**src/rtl/up_bus_pkg.sv**
```systemverilog
// Shared encodings for the up external-bus arbiter: FSM states, bus owners,
// and the width of the access-phase wait counter.
package up_bus_pkg;

  typedef enum logic [1:0] {
    IDLE   = 2'b00,
    ADDR   = 2'b01,
    ACCESS = 2'b10,
    DONE   = 2'b11
  } state_e;

  typedef enum logic {
    OWN_CPU = 1'b0,
    OWN_DMA = 1'b1
  } owner_e;

  localparam int CNT_W = 8;

endpackage

```
**src/rtl/up_rr_arb2.sv**
```systemverilog
// Combinational 2-way round-robin pick: a lone requester wins, and on a tie
// the port that did not own the bus last wins.
module up_rr_arb2
  import up_bus_pkg::*;
(
  input  logic [1:0] i_req,
  input  owner_e     i_last_owner,
  output owner_e     o_winner,
  output logic       o_valid
);

  // NOTE: every output of an always_comb gets a default first, so that no
  // path through the case leaves one unassigned and a latch is inferred.
  always_comb begin
    o_valid  = |i_req;
    o_winner = OWN_CPU;
    case (i_req)
      2'b10:   o_winner = OWN_DMA;
      2'b11:   o_winner = (i_last_owner == OWN_CPU) ? OWN_DMA : OWN_CPU;
      default: o_winner = OWN_CPU;
    endcase
  end

endmodule

```
**src/rtl/up_bus_arbiter.sv**
```systemverilog
// Shares the external memory bus between the CPU (port 0) and the DMA engine
// (port 1): round-robin grant, ADDR/ACCESS/DONE sequencing, bounded wait.
module up_bus_arbiter
  import up_bus_pkg::*;
#(
  parameter int AW      = 8,
  parameter int DW      = 8,
  parameter int TIMEOUT = 15
) (
  input  logic          clk,
  input  logic          nRst,
  input  logic          cpu_req,
  input  logic          cpu_we,
  input  logic [AW-1:0] cpu_addr,
  input  logic [DW-1:0] cpu_wdata,
  output logic          cpu_gnt,
  output logic          cpu_done,
  input  logic          dma_req,
  input  logic          dma_we,
  input  logic [AW-1:0] dma_addr,
  input  logic [DW-1:0] dma_wdata,
  output logic          dma_gnt,
  output logic          dma_done,
  output logic [DW-1:0] rdata,
  output logic          err,
  output logic [AW-1:0] mem_addr,
  output logic [DW-1:0] mem_wdata,
  input  logic [DW-1:0] mem_rdata,
  output logic          mem_ale,
  output logic          mem_re,
  output logic          mem_we,
  input  logic          mem_rdy
);

  localparam logic [CNT_W-1:0] TMO_LAST = CNT_W'(TIMEOUT - 1);

  state_e           r_state;
  state_e           w_next_state;
  owner_e           r_owner;
  owner_e           r_last_owner;
  logic             r_we;
  logic [AW-1:0]    r_addr;
  logic [DW-1:0]    r_wdata;
  logic [DW-1:0]    r_rdata;
  logic             r_err_flag;
  logic [CNT_W-1:0] r_cnt;

  owner_e           w_winner;
  logic             w_arb_valid;
  logic             w_timeout;
  logic             w_own_dma;

  up_rr_arb2 u_arb (
    .i_req        ({dma_req, cpu_req}),
    .i_last_owner (r_last_owner),
    .o_winner     (w_winner),
    .o_valid      (w_arb_valid)
  );

  assign w_timeout = (r_cnt == TMO_LAST);
  assign w_own_dma = (r_owner == OWN_DMA);
  assign rdata     = r_rdata;

  // NOTE: state is updated with non-blocking assignments so every register
  // samples the pre-edge values, independent of block evaluation order.
  always_ff @(posedge clk or negedge nRst) begin
    if (!nRst) r_state <= IDLE;
    else       r_state <= w_next_state;
  end

  always_comb begin
    w_next_state = r_state;
    cpu_gnt      = 1'b0;
    dma_gnt      = 1'b0;
    cpu_done     = 1'b0;
    dma_done     = 1'b0;
    err          = 1'b0;
    mem_ale      = 1'b0;
    mem_re       = 1'b0;
    mem_we       = 1'b0;
    mem_addr     = '0;
    mem_wdata    = '0;
    case (r_state)
      IDLE: begin
        if (w_arb_valid) w_next_state = ADDR;
      end
      ADDR: begin
        cpu_gnt      = !w_own_dma;
        dma_gnt      = w_own_dma;
        mem_ale      = 1'b1;
        mem_addr     = r_addr;
        w_next_state = ACCESS;
      end
      ACCESS: begin
        cpu_gnt   = !w_own_dma;
        dma_gnt   = w_own_dma;
        mem_addr  = r_addr;
        mem_re    = !r_we;
        mem_we    = r_we;
        mem_wdata = r_we ? r_wdata : '0;
        if (mem_rdy || w_timeout) w_next_state = DONE;
      end
      DONE: begin
        cpu_gnt      = !w_own_dma;
        dma_gnt      = w_own_dma;
        cpu_done     = !w_own_dma;
        dma_done     = w_own_dma;
        err          = r_err_flag;
        w_next_state = IDLE;
      end
      default: w_next_state = IDLE;
    endcase
  end

  always_ff @(posedge clk or negedge nRst) begin
    if (!nRst) begin
      r_owner      <= OWN_CPU;
      r_last_owner <= OWN_DMA;
      r_we         <= 1'b0;
      r_addr       <= '0;
      r_wdata      <= '0;
      r_rdata      <= '0;
      r_err_flag   <= 1'b0;
      r_cnt        <= '0;
    end else begin
      case (r_state)
        IDLE: begin
          if (w_arb_valid) begin
            r_owner <= w_winner;
            r_we    <= (w_winner == OWN_DMA) ? dma_we    : cpu_we;
            r_addr  <= (w_winner == OWN_DMA) ? dma_addr  : cpu_addr;
            r_wdata <= (w_winner == OWN_DMA) ? dma_wdata : cpu_wdata;
          end
        end
        ADDR: r_cnt <= '0;
        ACCESS: begin
          r_cnt <= r_cnt + 1'b1;
          // A ready on the final allowed cycle still counts as success.
          if (mem_rdy) begin
            if (!r_we) r_rdata <= mem_rdata;
            r_err_flag <= 1'b0;
          end else if (w_timeout) begin
            if (!r_we) r_rdata <= '0;
            r_err_flag <= 1'b1;
          end
        end
        DONE: r_last_owner <= r_owner;
        default: ;
      endcase
    end
  end

endmodule

```
**config.mk**
```make
export PLATFORM = sky130hd
export DESIGN_NAME = up_bus_arbiter
export DESIGN_NICKNAME = d
export VERILOG_FILES = /design/src/rtl/up_bus_pkg.sv /design/src/rtl/up_rr_arb2.sv /design/src/rtl/up_bus_arbiter.sv
export SDC_FILE = /design/constraint.sdc
export NUM_CORES = 1
export LEC_CHECK = 0
export CAP_MARGIN = 20
export CORE_ASPECT_RATIO = 0.9
export CORE_MARGIN = 2
export CORE_UTILIZATION = 39
export DETAILED_ROUTE_END_ITERATION = 7
export HOLD_SLACK_MARGIN = 0.05
export PLACE_DENSITY = 0.81
export SYNTH_ARGS = -nofsm -noshare
export SYNTH_HDL_FRONTEND = slang
export SYNTH_HIERARCHICAL = 1
export SYNTH_SLANG_ARGS = --single-unit
```
**constraint.sdc**
```tcl
create_clock -name clk -period 1.7 [get_ports clk]
set_input_delay 0.34 -clock clk [delete_from_list [all_inputs] [get_ports clk]]
set_output_delay 0.34 -clock clk [all_outputs]
set_load 0.05 [all_outputs]
```
### Word-level counts from Yosys, hierarchy flattened

Index checks and enable logic that the tools add are counted.

| word-level totals | value |
|---|---|
| input port bits | 47 |
| register bits | 38 |
| word-level logic and storage cells | 58 |
| output and inout port bits | 32 |

| cells by class | value |
|---|---|
| add/sub/neg operators | 1 |
| equality and inequality tests | 8 |
| bitwise logic cells | 1 |
| reductions and logical operators | 13 |
| muxes and demuxes | 26 |

Operators by type and width:

| operator | count |
|---|---|
| two-way mux 8 bit | 9 |
| case mux 8 bit (2 select lines) | 1 |
| two-way mux 1 bit | 12 |
| adder 8 x 1 -> 8 bit, second input constant | 1 |
| equality test 2 bit, second input constant | 4 |
| equality test 8 x 4 -> 1 bit, second input constant | 1 |
| case mux 2 bit (4 select lines) | 1 |
| AND reduction 2 bit | 3 |
| two-way mux 2 bit | 2 |
| nonzero test 2 bit | 2 |
| OR reduction 2 bit | 2 |
| AND reduction 3 bit | 1 |
| OR reduction 3 bit | 1 |
| equality test 2 x 1 -> 1 bit, second input constant | 1 |
| zero test 1 bit | 2 |
| zero test 2 bit | 1 |
| inequality test 2 x 1 -> 1 bit, second input constant | 1 |
| inequality test 2 bit, second input constant | 1 |
| case mux 1 bit (2 select lines) | 1 |
| logical OR 1 bit | 1 |
| inverter 1 bit | 1 |

### Logic depth before layout (Yosys ltp)

| logic depth | value |
|---|---|
| word-level depth | 4 |
| depth in mapped cells | 7 |
| depth with buffers taken out | 6 |

### Modules after synthesis

The synthesis kept the hierarchy.

Modules (own cells, without submodules):

| module | times used | cells each | area an instance (µm²) | seq. area each (µm²) |
|---|---|---|---|---|
| up_bus_arbiter | 1 | 191 | 1,948.1 | 952.2 |
| up_rr_arb2 | 1 | 2 | 13.8 | 0.0 |

### Worst setup path after synthesis

OpenSTA, ideal clock, no wires.

| timing | value |
|---|---|
| path type | reg2reg |
| start | reg r_state[0] |
| end | reg r_rdata[0], in the netlist rdata[0] |
| data required time | 1.579 ns |
| data arrival time | 2.276 ns |
| cell stages (with the launch flop) | 7 |
| setup slack | -0.698 ns |
| path buffers | 1 |
| setup time | 0.121 ns |
| period minus slack after synthesis | 2.398 ns |
| path through | dfrtp_1 inv_1 ha_1 clkbuf_1 nor2b_1 o21ai_1 a22o_1 |

| between the ends | value |
|---|---|
| cells in the longest elaborated chain, start to end | 2 |

Ends and longest elaborated chain:

| what | line | RTL |
|---|---|---|
| from (decl) | up_bus_arbiter.sv:37 | `state_e r_state;` |
| from (signal assigned) | up_bus_arbiter.sv:68 | `else r_state <= w_next_state;` |
| equality test 2 bit | up_bus_arbiter.sv:126 | `case (r_state)` |
| AND reduction 3 bit (no source line) | -- |  |
| to (signal assigned) | up_bus_arbiter.sv:140 | `if (!r_we) r_rdata <= mem_rdata;` |
| to (decl) | up_bus_arbiter.sv:44 | `logic [DW-1:0] r_rdata;` |

Every way passes these cells.
A chain may end at the register's enable or synchronous reset.

### Worst setup path in the final report

| timing | value |
|---|---|
| start | reg r_state[0] |
| end | out mem_addr[3] |

| between the ends | value |
|---|---|
| cells in the longest elaborated chain, start to end | 3 |
| elaborated cells on any way between the ends | 4 |
| classes of those cells | eq/ne (2); mux (1); reduce/logical (1) |

Ends and longest elaborated chain:

| what | line | RTL |
|---|---|---|
| equality test 2 bit or equality test 2 x 1 -> 1 bit (tied branches) | up_bus_arbiter.sv:83 | `case (r_state)` |
| OR reduction 2 bit (no source line) * | -- |  |
| two-way mux 8 bit * | up_bus_arbiter.sv:83 |  |
| to (decl) | up_bus_arbiter.sv:26 | `output logic [AW-1:0] mem_addr,` |

Mark *: on every way between the ends. The rest lies on a longest branch, timed or not.

==> summary.txt <==
Run status
  – Outcome: finished with violations
  – Failing checks: negative setup slack

Synth
  – Post-synthesis xor/xnor area fraction: 1.34%
  – Number of enable flip-flop cells after synthesis: 0
  – Ys flop type: dfrtp_1
  – Synth Area in Compound Gates: 11.7%
  – Part of the Yosys area used for sequential elements: roughly half
  – Asr flop ratio synth: 100%
  – Largest family of logic cells by synthesized area: simple AND/OR/NAND/NOR gates
  – Syn Inst Count: 193
  – Syn. warnings: 6
  – Post-synthesis mux area share: 10.9%
  – Adder-Cell Fraction of Synth Area: 4.46%
  – Largest area contributor in the netlist: dfrtp_1
  – Synth Cell Area: around 2000 sq um
  – Yosys reg bits: 38
  – Post-synth cell types: 36
  – Syn Nets: 247
  – Simple logic cell fraction of the synthesized area: roughly a fifth
  – Mapped Avg Cell Area: a little over 10 sq um
  – Synth area leaders: dfrtp_1 (47%), mux2i_1 (9.2%), a21oi_1 (4.8%)
  – Yosys top cell area share: 47.2%

Power
  – IR drop worst, VDD: 0.00194 V
  – Cell Pwr Density: about 2200 nW/um^2
  – P_leak: about 1.6 nW
  – Power Total: 8.07 mW

Placed design
  – Final Wtd Congestion: 0.782
  – HPWL after detailed placement: 3.85 mm
  – Pre-CTS WS: -0.114 ns
  – Placed cells: 338
  – Port buffer count: around 80
  – Area post-placement: 3220 sq um

Clocking
  – CTS tree: done
  – Clock latency on the worst-skew pair: 0.30 ns
  – Htree depth: 2
  – Max clock buf depth: 2
  – CTS root buf: clkbuf_8
  – CTS clock-pin slew for the worst setup and hold paths: 0.08 ns
  – Clock sink total: 38
  – TritonCTS Buffers: 5

Detailed routing
  – Vias/cell: ~5
  – # DRC: 0
  – Wire per inst: about 17 um
  – First-pass iteration count of the detailed router: 4
  – Drt initial violations: between 100 and 150
  – Routed WL: about 6.3 mm
  – Via count: around 1,900
  – Post-route ant nets: 0

Timing
  – Final Hold Viols: 0
  – Fmax: 0.547 GHz
  – Setup TNS Final: -2.13 ns
  – Pins Over Slew Limit: 0
  – Final setup fails: 21
  – Worst slew pin tran: 0.494 ns
  – Min Clock Period, post-route: 1.83 ns
  – RSZ-0062 raised after global routing: true
  – Rel. slew slack: 67.1%
  – Final critical-path setup slack: -0.127 ns
  – Period utilization: 107%
  – Worst clock skew: 0.00917 ns

GRT
  – Pin count of the biggest net entering global routing: 35
  – Initial antenna violation count: 0
  – Vias in the first global route: 1,916
  – Total grt overflow: 0
  – GR Util All Layers: 21.2%
  – First-pass GRT wire length: 9.21 mm

Cells and area
  – Fillers: 333
  – Fin cells: ~360
  – P&R area growth vs syn: 85.8%
  – Cell area after layout: 3640 sq um
  – Nets: around 350
  – Layout cells sized above 1: between 30% and 40%
  – Inserted Diodes: 0

Floorplanning
  – Initial core utilization: approximately two fifths
  – Die height: 71.3 um
  – Core area: 4830 sq um
  – Ports: 79
  – Die width: a little under 80 um
  – FP Rows: 24
  – Full die area: about 5600 sq um

Worst setup path
  – WP data required: 1.36 ns
  – CP Capture Type: output pin
  – Critical Path Start Type: register
  – Crit-path max FO: 9
  – Worst Path Arrival: 1.49 ns
  – Setup CP Type: reg -> out

Job
  – Max-cap violations: 0

Min path
  – HP Class: reg -> reg
==> routing by layer <==
metal,vias up,share of wire [%],GRT usage (%)
met1,905,37,23.7
met3,8,5.9,6.17
met2,76,56,39.7
met4,0,1.3,5.46
li1,872,-,-
met5,-,0,0
==> cell usage after synthesis, drive strengths merged, types with 2 or more instances <==
cell,n
clkbuf,9
a21oi,19
buf,3
and2,14
nor2,21
mux2,3
nor3,2
ha,7
o21ai,6
and3,9
dfrtp,37
mux2i,18
nand3,3
a22o,8
xor2,3
nand3b,3
nand2,5
inv,6
nor2b,5
==> cell families after synthesis <==
family | Yosys count
muxes | 21
AOI/OAI and AO/OA | 37
DFF | 38
and+or+nand+nor | 69
xor gates and xnor gates | 3
buffers and inverters | 18
adders and majority gates | 7
==> per-stage QoR <==
step	hold WS [ns]	utilization (%)
5_1_grt	0.527	75.4
4_1_cts	0.511	72.0
3_3_place_gp	0.321	66.6
2_1_floorplan	0.0444	-
3_5_place_dp	0.331	66.6
6_report	0.516	75.4
==> state kept, by name (all words and copies together) (netlist names) <==
signal        cells
r_addr            8
r_state           2
r_owner           1
r_we              1
r_wdata           8
r_last_owner      1
r_err_flag        1
r_cnt             8
rdata             8
==> final timing paths <==
| check | startpoint | end | slack (ns) | cells past startpoint |
|---|---|---|---|---|
| worst max-delay path | r_state[0] | mem_addr[3] | -0.13 | 5 |
| max in group asynchronous | nRst | r_last_owner | 0.60 | 3 |
| worst min register to register | rdata[4] | rdata[4] | 0.52 | 1 |
| worst min-delay path | rdata[4] | rdata[4] | 0.52 | 1 |
| worst max register to register | r_cnt[0] | r_state[1] | -0.10 | 6 |
| min in group asynchronous | nRst | r_cnt[7] | 0.55 | 2 |
==> what timing repair did <==
item | 4_1_cts | 5_1_grt
hold buffers | 1 | 0
endpoints found under the hold margin | 19 | 0
setup endpoints to repair | 33 | 36
buffers inserted | 11 | 5
resized for setup | 25 | 17
pin swaps | 6 | 6
gates cloned | 0 | 1
==> power by group <==
| group | switching [mW] | total (mW) | internal (mW) |
|---|---|---|---|
| combinational | 2.94 | 5.89 | 2.96 |
| clock | 0.316 | 0.608 | 0.292 |
| sequential | 0.290 | 1.56 | 1.27 |
==> cell type report <==
type,instances,area (sq um),share of cell area [%]
repair buffers,110,1340,36.8
multi-input cells,137,1170,32.0
flip-flops and latches,38,952,26.1
well taps,65,81.3,2.23
clock buffers,8,80.1,2.20
inverters,6,22.5,0.618
==> worst max-delay path, stage by stage, from the launching register on <==
cell     delay, ns
dfrtp_1       0.40
inv_2         0.12
ha_4          0.23
buf_12        0.14
and2_4        0.15
buf_12        0.14
==> cells in the final DEF, fill, tap and decap left out, drive strengths merged, types with 5 or more instances in the layout <==
cell / count
buf: 63
clkdlybuf4s50: 45
dfrtp: 37
nor2: 21
a21oi: 19
mux2i: 18
and2: 14
and3: 9
clkbuf: 9
a22o: 8
ha: 7
o21ai: 6
inv: 6
nand2: 5
nor2b: 5
Power figures use the tool's default switching activity.
